File: config.mk
export PLATFORM = sky130hd
export DESIGN_NAME = weight_loader
export DESIGN_NICKNAME = d
export VERILOG_FILES = /design/src/rtl/weight_pkg.sv /design/src/rtl/weight_loader.sv
export SDC_FILE = /design/constraint.sdc
export NUM_CORES = 1
export LEC_CHECK = 0
export ABC_AREA = 1
export BUFFER_PORTS_ARGS = -buffer_cell sky130_fd_sc_hd__clkbuf_2
export CORE_ASPECT_RATIO = 0.7
export CORE_MARGIN = 10
export CORE_UTILIZATION = 35
export DETAILED_ROUTE_END_ITERATION = 8
export GPL_TIMING_DRIVEN = 1
export PLACE_DENSITY_LB_ADDON = 0.08
export SETUP_SLACK_MARGIN = 0.1
export SLEW_MARGIN = 20
export SYNTH_ARGS = -nofsm -noshare
export SYNTH_HDL_FRONTEND = slang
export SYNTH_SLANG_ARGS = --single-unit
File: constraint.sdc
create_clock -name clk -period 1.7 [get_ports clk]
set_clock_uncertainty 0.15 [all_clocks]
set_input_delay 0 -clock clk [delete_from_list [all_inputs] [get_ports clk]]
set_output_delay 0 -clock clk [all_outputs]
set_load 0.03 [all_outputs]
File: src/rtl/weight_pkg.sv
// Shared types and default widths for the weight loader and the weight buffer it feeds.
package weight_pkg;
  localparam int B_ADDR_DEF = 9;
  localparam int B_DATA_DEF = 64;
  localparam int WB_DEPTH   = 2 ** B_ADDR_DEF;

  typedef enum logic [1:0] {
    IDLE = 2'd0,
    LOAD = 2'd1,
    FIN  = 2'd2
  } state_e;
endpackage

File: src/rtl/weight_loader.sv
// Sinks an AXI-Stream of weight words and writes them into the weight buffer,
// one word per accepted beat, checking framing against tlast.
//
// state | meaning
// IDLE  | waiting for start; stream not accepted
// LOAD  | accepting beats, one buffer write per handshake
// FIN   | load finished (normally or on framing error); done follows next cycle
module weight_loader
  import weight_pkg::*;
#(
  parameter int B_ADDR = B_ADDR_DEF,
  parameter int B_DATA = B_DATA_DEF
) (
  input  logic              clk,
  input  logic              rst,
  input  logic              start,
  input  logic [B_ADDR-1:0] base_addr,
  input  logic [B_ADDR:0]   len,
  input  logic [B_DATA-1:0] s_axis_tdata,
  input  logic              s_axis_tvalid,
  output logic              s_axis_tready,
  input  logic              s_axis_tlast,
  output logic              wr_en,
  output logic [B_ADDR-1:0] wr_addr,
  output logic [B_DATA-1:0] wr_data,
  output logic              busy,
  output logic              done,
  output logic              err
);

  localparam logic [B_ADDR:0] CNT_ONE = (B_ADDR + 1)'(1);

  state_e            state_q, state_d;
  logic [B_ADDR-1:0] addr_q, addr_d;
  logic [B_ADDR:0]   cnt_q, cnt_d;
  logic              wr_en_q, wr_en_d;
  logic [B_ADDR-1:0] wr_addr_q, wr_addr_d;
  logic [B_DATA-1:0] wr_data_q, wr_data_d;
  logic              done_q, done_d;
  logic              err_q, err_d;
  logic              hs;
  logic              last_cnt;

  assign hs       = (state_q == LOAD) && s_axis_tvalid;
  assign last_cnt = (cnt_q == CNT_ONE);

  always_comb begin
    state_d   = state_q;
    addr_d    = addr_q;
    cnt_d     = cnt_q;
    wr_en_d   = 1'b0;
    wr_addr_d = wr_addr_q;
    wr_data_d = wr_data_q;
    done_d    = (state_q == FIN);
    err_d     = err_q;
    case (state_q)
      IDLE: begin
        if (start) begin
          err_d   = 1'b0;
          addr_d  = base_addr;
          cnt_d   = len;
          state_d = (len == '0) ? FIN : LOAD;
        end
      end
      LOAD: begin
        if (hs) begin
          wr_en_d   = 1'b1;
          wr_addr_d = addr_q;
          wr_data_d = s_axis_tdata;
          // address width gives the modulo-depth wrap for free
          addr_d    = addr_q + 1'b1;
          cnt_d     = cnt_q - 1'b1;
          if (last_cnt || s_axis_tlast) begin
            state_d = FIN;
            // only a beat that is both the counted last and tagged last is clean
            err_d   = err_q | ~(last_cnt & s_axis_tlast);
          end
        end
      end
      FIN:     state_d = IDLE;
      default: state_d = IDLE;
    endcase
  end

  always_ff @(posedge clk) begin
    if (rst) begin
      state_q   <= IDLE;
      addr_q    <= '0;
      cnt_q     <= '0;
      wr_en_q   <= 1'b0;
      wr_addr_q <= '0;
      wr_data_q <= '0;
      done_q    <= 1'b0;
      err_q     <= 1'b0;
    end else begin
      state_q   <= state_d;
      addr_q    <= addr_d;
      cnt_q     <= cnt_d;
      wr_en_q   <= wr_en_d;
      wr_addr_q <= wr_addr_d;
      wr_data_q <= wr_data_d;
      done_q    <= done_d;
      err_q     <= err_d;
    end
  end

  assign s_axis_tready = (state_q == LOAD);
  assign busy          = (state_q == LOAD);
  assign wr_en         = wr_en_q;
  assign wr_addr       = wr_addr_q;
  assign wr_data       = wr_data_q;
  assign done          = done_q;
  assign err           = err_q;

endmodule

==> metrics.md <==
| Metric | Value |
|---|---|
| Root Buffer | `clkbuf_16` |
| Die Area | `15,900 um^2` |
| Status | `complete, no violations` |
| Comb pwr share | `0.433` |
| Hold Vio Cnt, Final | `0` |
| Initial Util | `0.357` |
| Combinational family with the most area after synthesis | `simple AND/OR/NAND/NOR gates` |
| Critical path destination | `busy` |
| Fin. max-slew vios | `0` |
| Clock Latency Late Sink | `0.34 ns` |
| DP Wirelength | `9.46 mm` |
| Main synth FF type | `dfxtp_1` |
| RSZ-0062 raised after global routing | `true` |
| Core area | `roughly 11,000 um^2` |
| Cell count after synthesis | `537` |
| Mux contribution to synthesized area | `0` |
| DR vias | `roughly 4.4k` |
| Fraction of registers with async set or reset after synthesis | `0` |
| # clock sinks | `slightly below 100` |
| Flop pwr share | `0.337` |
| Worst setup EP type | `output pin` |
| TritonRoute pass-1 iters | `6` |
| Nets | `~870` |
| Switching Power | `between 4 and 5 mW` |
| Crit path max-delay cell type | `dfxtp_2` |
| R2R Setup Slk | `around 0.19 ns` |
| CTS clock-pin slew for the worst setup and hold paths | `around 0.07 ns` |
| Crit-path max cell delay | `about 0.36 ns` |
| Critical Path RT | `around 1.6 ns` |
| Reg2Reg Depth | `10` |
| CP Launch Point | `state_q[1]` |
| CTS tree | `built` |
| Yosys reg bits | `97` |
| Post-DP Area | `approximately 4900 um^2` |
| Leak | `between 2 and 3 nW` |
| Syn Nets | `628` |
| Critical path, cell by cell | `inv_2 -> nand2_2 -> inv_6 -> buf_4 -> buf_2` |
| Routability-driven placement congestion ratio | `a little over 0.8` |
| Worst Path Max Fanout | `16` |
| CTS buffer count | `9` |
| Reg2Reg Capture Point | `cnt_q[8]` |
| Synth Area in Compound Gates | `0.177` |
| Detailed-route DRC error count | `0` |
| Routed length per placed instance | `~15 um` |
| Post-synth EDFFs | `0` |
| Worst hold slack | `about 0.084 ns` |
| Via/cell ratio | `4.64` |
| ANT nets after route | `0` |
| Number of max-cap violations | `0` |
| Seq/Total Area, Yosys | `0.496` |
| Largest net degree at the start of global routing | `86` |
| Setup_tns | `0 ns` |
| Fin crit share | `0.901` |
| Routed WL | `around 14 mm` |
| Synth unique cells | `26` |
| Final setup violation count | `0` |
| IO Port Bufs | `roughly 170` |
| Tmin final | `around 1.5 ns` |
| Switching share of total power | `0.423` |
| Simple-gate share of the synthesized area | `0.252` |
| DRT iter0 DRCs | `between 150 and 200` |
| Die height | `between 100 and 150 um` |
| Origin of the critical flop-to-flop path | `cnt_q[0]` |
| Post-Syn Area | `around 3900 um^2` |
| Vias in the first global route | `roughly 4.5k` |
| Area delta synth->final | `57.9%` |
| Clock network fraction of total power | `0.229` |
| VDD IR-drop max | `0.000656 V` |
| Bufs on Longest Clock Path | `2` |
| Filler cells | `about 1.1k` |
| Post-route cell area | `slightly above 6000 um^2` |
| CP Class | `register to output pin` |
| Max_slew headroom | `0.789` |
| Yosys warning total | `0` |
| Row cnt | `32` |
| First-pass GRT wire length | `23.1 mm` |
| Worst-margin pin slew | `about 0.32 ns` |
| GRT overflow | `0` |
| Peak Freq | `about 0.65 GHz` |
| Crit path DAT | `1.38 ns` |
| CP Launch Type | `register` |
| Xor-xnor portion of the synthesized cell area | `0.00224` |
| Syn avg cell area | `between 7 and 8 um^2` |
| Internal | `about 5.7 mW` |
| Die Wd | `around 150 um` |
| H-tree depth | `3` |
| Hold crit path type | `primary input to register` |
| Layout cells sized above 1 | `0.282` |
| Total GRT Usage | `0.175` |
| Post-Synth Adder-Cell Area | `0.00958` |
| Initial antenna violation count | `2` |
| I/O pin total | `roughly 170` |
| Cell area power density | `1600 nW/um^2` |
stage by stage:
stage	cells	util	worst slack, ns	power [mW]
global placement	839	0.451	0.113	7.34
finish	944	0.564	0.169	9.90
floorplan	537	-	0.253	6.09
CTS	941	0.560	0.0772	9.89
global route	943	0.564	0.0687	10.6
detailed placement	839	0.451	0.0143	7.41
cells in the final DEF (no fill, tap or decap), drive strengths merged, types with 2 or more instances in the layout:
cell         count
dfxtp           97
clkbuf         175
diode            3
ha               3
or2              3
nand3           19
a21oi           30
buf             17
o21ai           93
nor3             3
nor2           166
bufinv           2
a211oi           3
inv             27
nand4            3
dlygate4sd3     86
a31oi            4
nand3b           2
nand2           50
power by group through the flow:
stage / sequential [mW] / combinational (mW) / clock, mW
after CTS: 3.32 / 4.24 / 2.34
final: 3.34 / 4.29 / 2.27
after floorplan: 4.17 / 1.92 / 0
after detailed placement: 3.35 / 4.05 / 0
after global placement: 3.33 / 4.01 / 0
after global routing: 3.43 / 4.74 / 2.43
per-layer routing:
metal / up-vias / GRT usage / routed length, um
li1: 2239 / - / -
met1: 1954 / 0.220 / 6590
met2: 161 / 0.270 / 6160
met3: 27 / 0.0680 / 1080
met4: 0 / 0.0648 / 345
met5: - / 0 / 0
critical path, delay by kind of cell (launching register included):
family                 cells  cell delay [ns]
AND/OR/NAND/NOR            1             0.10
flip-flops                 1             0.36
buffers and inverters      4             0.59
logic make-up after synthesis:
family | count (synthesis)
xor gates and xnor gates | 1
adders and majority gates | 3
AOI/OAI and AO/OA | 132
buffers and inverters | 58
DFF | 97
and+or+nand+nor | 246
repair_timing:
action,CTS,global route
hold buffers,86,0
setup buffers,0,0
pin swaps,0,2
setup endpoints to repair,12,49
endpoints found under the hold margin,89,0
gates resized for setup,2,17
registers in the layout (all words and copies together) (netlist names):
name	cells
err	1
addr_q	9
wr_data	64
wr_addr	9
done	1
wr_en	1
state_q	2
cnt_q	10
layout make-up:
type                       count  area (um^2)  share of cell area
sequential                    97         1950               0.315
timing repair buffer         267         1850               0.299
multi-input combinational    382         1750               0.283
clock buffer                  11          253              0.0409
tap                          153          191              0.0310
inverter                      26          103              0.0166
clock inverter                 5         85.1              0.0138
antenna                        3         7.51             0.00121
cells in the mapped netlist, drive strengths merged, types with 4 or more instances:
cell type | n | share of area
nor2 | 166 | 0.16
dfxtp | 97 | 0.50
o21ai | 93 | 0.12
nand2 | 50 | 0.050
a21oi | 30 | 0.041
inv | 26 | 0.025
clkbuf | 20 | 0.019
nand3 | 19 | 0.024
buf | 12 | 0.019
a31oi | 4 | 0.0064
worst min path at each step:
stage / from / to / slack, ns / cells past startpoint
after detailed placement: s_axis_tdata[63] / wr_data[63] / 0.08 / 3
after global placement: s_axis_tdata[5] / wr_data[5] / 0.07 / 3
after floorplan: rst / cnt_q[1] / -0.08 / 1
after global routing: start / cnt_q[9] / 0.17 / 6
final: start / addr_q[0] / 0.08 / 6
after CTS: start / addr_q[0] / 0.08 / 6
Power figures use the tool's default switching activity.
